<file path="config.mk">
export PLATFORM = sky130hd
export DESIGN_NAME = piso_frame_sequencer
export DESIGN_NICKNAME = d
export VERILOG_FILES = /design/src/rtl/piso_frame_sequencer.sv
export SDC_FILE = /design/constraint.sdc
export NUM_CORES = 1
export LEC_CHECK = 0
export BUFFER_PORTS_ARGS = -buffer_cell sky130_fd_sc_hd__buf_2
export CORE_ASPECT_RATIO = 0.7
export CORE_MARGIN = 2
export CORE_UTILIZATION = 58
export CTS_BUF_LIST = sky130_fd_sc_hd__clkbuf_8
export CTS_CLUSTER_SIZE = 24
export DETAILED_ROUTE_END_ITERATION = 10
export PLACE_DENSITY = 0.82
export SLEW_MARGIN = 25
export SYNTH_ARGS = -nofsm -noshare
export SYNTH_HDL_FRONTEND = slang
export SYNTH_SLANG_ARGS = --single-unit
</file>
<file path="constraint.sdc">
create_clock -name clk -period 4.1 [get_ports clk]
set_input_delay 1.025 -clock clk [delete_from_list [all_inputs] [get_ports clk]]
set_output_delay 1.025 -clock clk [all_outputs]
set_load 0.1 [all_outputs]
</file>
<file path="src/rtl/piso_frame_sequencer.sv">
// Frame sequencer feeding a PISO serializer: captures a frame of band words and
// walks them out as load/shift steps, with an optional idle gap between frames.
module piso_frame_sequencer #(
  parameter int unsigned N_BANDS    = 8,
  parameter int unsigned WORD_W     = 3,
  parameter int unsigned GAP_CYCLES = 2,
  localparam int unsigned BandW     = (N_BANDS > 1) ? $clog2(N_BANDS) : 1
) (
  input  logic                      clk,
  input  logic                      rst_n,
  input  logic [N_BANDS*WORD_W-1:0] bands_in,
  input  logic                      in_valid,
  output logic                      in_ready,
  output logic [WORD_W-1:0]         parallel_out,
  output logic                      sl,
  output logic                      frame_start,
  output logic [BandW-1:0]          band_idx,
  output logic                      busy
);

  localparam int unsigned BitW = (WORD_W > 1) ? $clog2(WORD_W) : 1;
  localparam int unsigned GapW = (GAP_CYCLES > 1) ? $clog2(GAP_CYCLES) : 1;
  localparam logic [BandW-1:0] LastBand = BandW'(N_BANDS - 1);
  localparam logic [BitW-1:0]  LastBit  = BitW'((WORD_W > 1) ? WORD_W - 2 : 0);
  localparam logic [GapW-1:0]  LastGap  = GapW'((GAP_CYCLES > 0) ? GAP_CYCLES - 1 : 0);

  typedef enum logic [1:0] {StIdle, StLoad, StShift, StGap} state_e;

  state_e                    state;
  logic [N_BANDS*WORD_W-1:0] snapshot;
  logic [BandW-1:0]          band;
  logic [BitW-1:0]           bit_cnt;
  logic [GapW-1:0]           gap_cnt;
  logic                      word_done;

  function automatic logic [WORD_W-1:0] word_of(input logic [N_BANDS*WORD_W-1:0] f,
                                                input logic [BandW-1:0] b);
    return f[b*WORD_W +: WORD_W];
  endfunction

  // Last cycle of the current word: the load itself when there is nothing to shift.
  assign word_done = (state == StLoad && WORD_W == 1) ||
                     (state == StShift && bit_cnt == LastBit);

  always_ff @(posedge clk or negedge rst_n) begin
    if (!rst_n) begin
      state        <= StIdle;
      snapshot     <= '0;
      band         <= '0;
      bit_cnt      <= '0;
      gap_cnt      <= '0;
      parallel_out <= '0;
      sl           <= 1'b0;
      frame_start  <= 1'b0;
      band_idx     <= '0;
      busy         <= 1'b0;
      in_ready     <= 1'b1;
    end else begin
      unique case (state)
        StIdle: begin
          if (in_valid) begin
            snapshot     <= bands_in;
            band         <= '0;
            state        <= StLoad;
            sl           <= 1'b1;
            parallel_out <= word_of(bands_in, '0);
            frame_start  <= 1'b1;
            band_idx     <= '0;
            busy         <= 1'b1;
            in_ready     <= 1'b0;
          end
        end
        StLoad: begin
          state       <= StShift;
          bit_cnt     <= '0;
          sl          <= 1'b0;
          frame_start <= 1'b0;
        end
        StShift: bit_cnt <= bit_cnt + 1'b1;
        StGap: begin
          if (gap_cnt == LastGap) begin
            state    <= StIdle;
            busy     <= 1'b0;
            in_ready <= 1'b1;
          end else begin
            gap_cnt <= gap_cnt + 1'b1;
          end
        end
        default: state <= StIdle;
      endcase

      // Overrides the per-state updates above when the current word is finished.
      if (word_done) begin
        if (band != LastBand) begin
          band         <= band + 1'b1;
          band_idx     <= band + 1'b1;
          state        <= StLoad;
          sl           <= 1'b1;
          parallel_out <= word_of(snapshot, band + 1'b1);
        end else begin
          band         <= '0;
          band_idx     <= '0;
          sl           <= 1'b0;
          parallel_out <= '0;
          gap_cnt      <= '0;
          if (GAP_CYCLES > 0) begin
            state <= StGap;
          end else begin
            state    <= StIdle;
            busy     <= 1'b0;
            in_ready <= 1'b1;
          end
        end
      end
    end
  end

endmodule

</file>
==> impl_metrics.ini <==
[status]
outcome = completed

[clocking]
clock_path_buffers = 2
cts_buffers = 5
clockRootBuffer = clkbuf_8
cts-resized-gates = 0
htreeDepth = 2
cts_tree = built
hold_buffers = 0
clkSinkCount = 39
cts_setup_buffers = 0
insertion_delay_ns = 0.29
clk_pin_slew_ns = 0.08

[sta]
fin_crit_ns = 2.29
worst_slew_pin_slew_ns = 0.845
finalHoldViolations = 0
fmax_mhz = 437
setup_viol = 0
layout_worst_path_cycle_share_pct = 55.8
rsz0062_at_grt = false
max_slew_margin_pct = 43.6
final_max_slew_viol_count = 0
fin_setup_tns_ns = 0
final.setup_skew_ns = 0.00503

[global_routing]
grt_pass1_vias = 1307
grt_max_degree = 40
grt_pass1_wl_mm = 5.97
grt_overflow_total = 0
antenna_found_initial = 0
track_usage_pct = 21.4

[routing]
post_drt_wl_per_cell_um = 15.7
drtIter0Drc = 84
num_vias = 1267
routed_wl_mm = 3.49
drc = 0
dr.pass1.iters = 4
viasPerCell = 5.68
detail-route-antenna-nets = 0

[placement]
placed_cells = 215
io_buffers = 36
gp_congestion = 0.864
dpl_cell_area_um2 = 2070
dp_hpwl_mm = 2.50

[finish]
multi_input_area_um2 = 835
postLayoutCellArea_um2 = 2150
regArea_um2 = 977
utilization_pct = 68.7
fillers = 222
num_antenna_cells = 0
stdcell_count = 223
syn_to_final_growth_pct = 14.2
drive_above_1_share_pct = 42.7
final_nets = 218

[critical_path]
crit_buf_inv = 1
required_ns = 3.07
crit_chain = buf_2
cp-start-kind = flop
crit_family = flip-flops
worstPathArrival_ns = 1.26
crit_path_max_fanout = 3
crit_type = reg2out
critical-path-slowest-cell = dfstp_2
endpoint_kind = primary output
critPathMaxStageDelay_ns = 0.55

[power]
finalPower_mw = 1.95
p_leak_nw = 1.02
p_per_area_nw_per_um2 = 910
ir_drop_uv = 424

[flow_run]
drv_cap = 0

[yosys]
synth_nets = 181
synthCells = 147
syn_area_um2 = 1880
synthTopCellsByArea = dfrtp_1, mux2_2, ha_1, o22ai_1, mux2_1
synth_edf_count = 0
synth_top_area_cell = dfrtp_1
synth_ff_type = dfrtp_1
yosys_warnings = 0
yosys_register_bits = 39
seq_area_frac_synth_pct = 52.0
synth.top_cell.area_share_pct = 50.6
ys_types = 31
async_flop_share_pct = 100
avgSynthCellArea_um2 = 12.8

[min_path]
hold_path_class = reg2reg

[floorplan]
die_x_um = 72.0
dieHeight_um = 51.6
ios = 37
dieArea_um2 = 3720
fp.coreArea_um2 = 3130
rows = 17
start_util_pct = 60.1
metrics by stage:
stage | worst slack (ns) | hold WS (ns)
after CTS | 1.81 | 0.507
after floorplan | 1.90 | 0.472
after global routing | 1.78 | 0.518
final | 1.81 | 0.504
after global placement | 2.09 | 0.480
after detailed placement | 2.06 | 0.491
report_power, final:
group / leakage [nW] / total, mW / internal [mW] / switching [mW]
combinational: 0.503 / 1.03 / 0.402 / 0.630
clock: 0.0505 / 0.245 / 0.114 / 0.131
sequential: 0.465 / 0.678 / 0.573 / 0.105
sequential cells by signal, indices dropped and copies added, names as in the netlist:
name,count
parallel_out,3
frame_start,1
sl,1
gap_cnt,1
band,3
busy,1
state,2
in_ready,1
bit_cnt,2
snapshot,24
placed cells by master, fill, tap and decap left out, types with 2 or more instances in the layout:
cell type,n
a211o_1,2
a21oi_1,5
a22o_1,2
buf_2,36
clkbuf_8,5
dfrtp_1,38
ha_1,7
inv_1,9
mux2_1,3
mux2_2,33
mux2i_1,3
nand2_1,6
nand2b_1,3
nand3_1,2
o21ai_0,6
o22ai_1,7
o31a_1,2
o32ai_1,3
routing by layer:
layer / share of wire [%] / track usage (%) / routed length [µm] / vias up
met5: 0 / 0 / 0 / -
met4: 1.5 / 8.81 / 54 / 0
met3: 6.1 / 5.81 / 214 / 7
met2: 45 / 33.5 / 1570 / 33
met1: 47 / 28.5 / 1660 / 621
li1: - / - / - / 606
final timing paths:
kind | start | to | slack [ns] | cells past startpoint
min in group asynchronous | rst_n | snapshot[10] | 0.84 | 1
worst max register to register | band[0] | parallel_out[1] | 2.12 | 4
worst min register to register | snapshot[3] | snapshot[3] | 0.50 | 1
max in group asynchronous | rst_n | snapshot[22] | 2.73 | 1
worst max-delay path | in_ready | in_ready | 1.81 | 1
worst min-delay path | snapshot[3] | snapshot[3] | 0.50 | 1
cell type report:
class	count	share of cell area, %
sequential	39	45.5
multi-input combinational	95	38.9
timing repair buffer	36	8.39
clock buffer	5	3.21
tap	38	2.21
inverter	7	1.22
clock inverter	3	0.583
cells in the mapped netlist, types with 2 or more instances:
master and instances:
a211o_1 2, a21oi_1 5, a22o_1 2, buf_2 3, buf_4 2, dfrtp_1 38
ha_1 7, inv_1 7, mux2_1 3, mux2_2 33, mux2i_1 3, nand2_1 6
nand2b_1 3, nand3_1 2, o21ai_0 6, o22ai_1 7, o31a_1 2, o32ai_1 3
cells by family after synthesis:
logic type                 after synthesis  synth area share [%]
AOI/OAI and AO/OA                       30                  10.7
adders and majority gates                7                  4.66
and+or+nand+nor                         19                  5.86
buffers and inverters                   13                  3.59
muxes                                   39                  23.2
DFF                                     39                  52.0
Power figures use the tool's default switching activity.
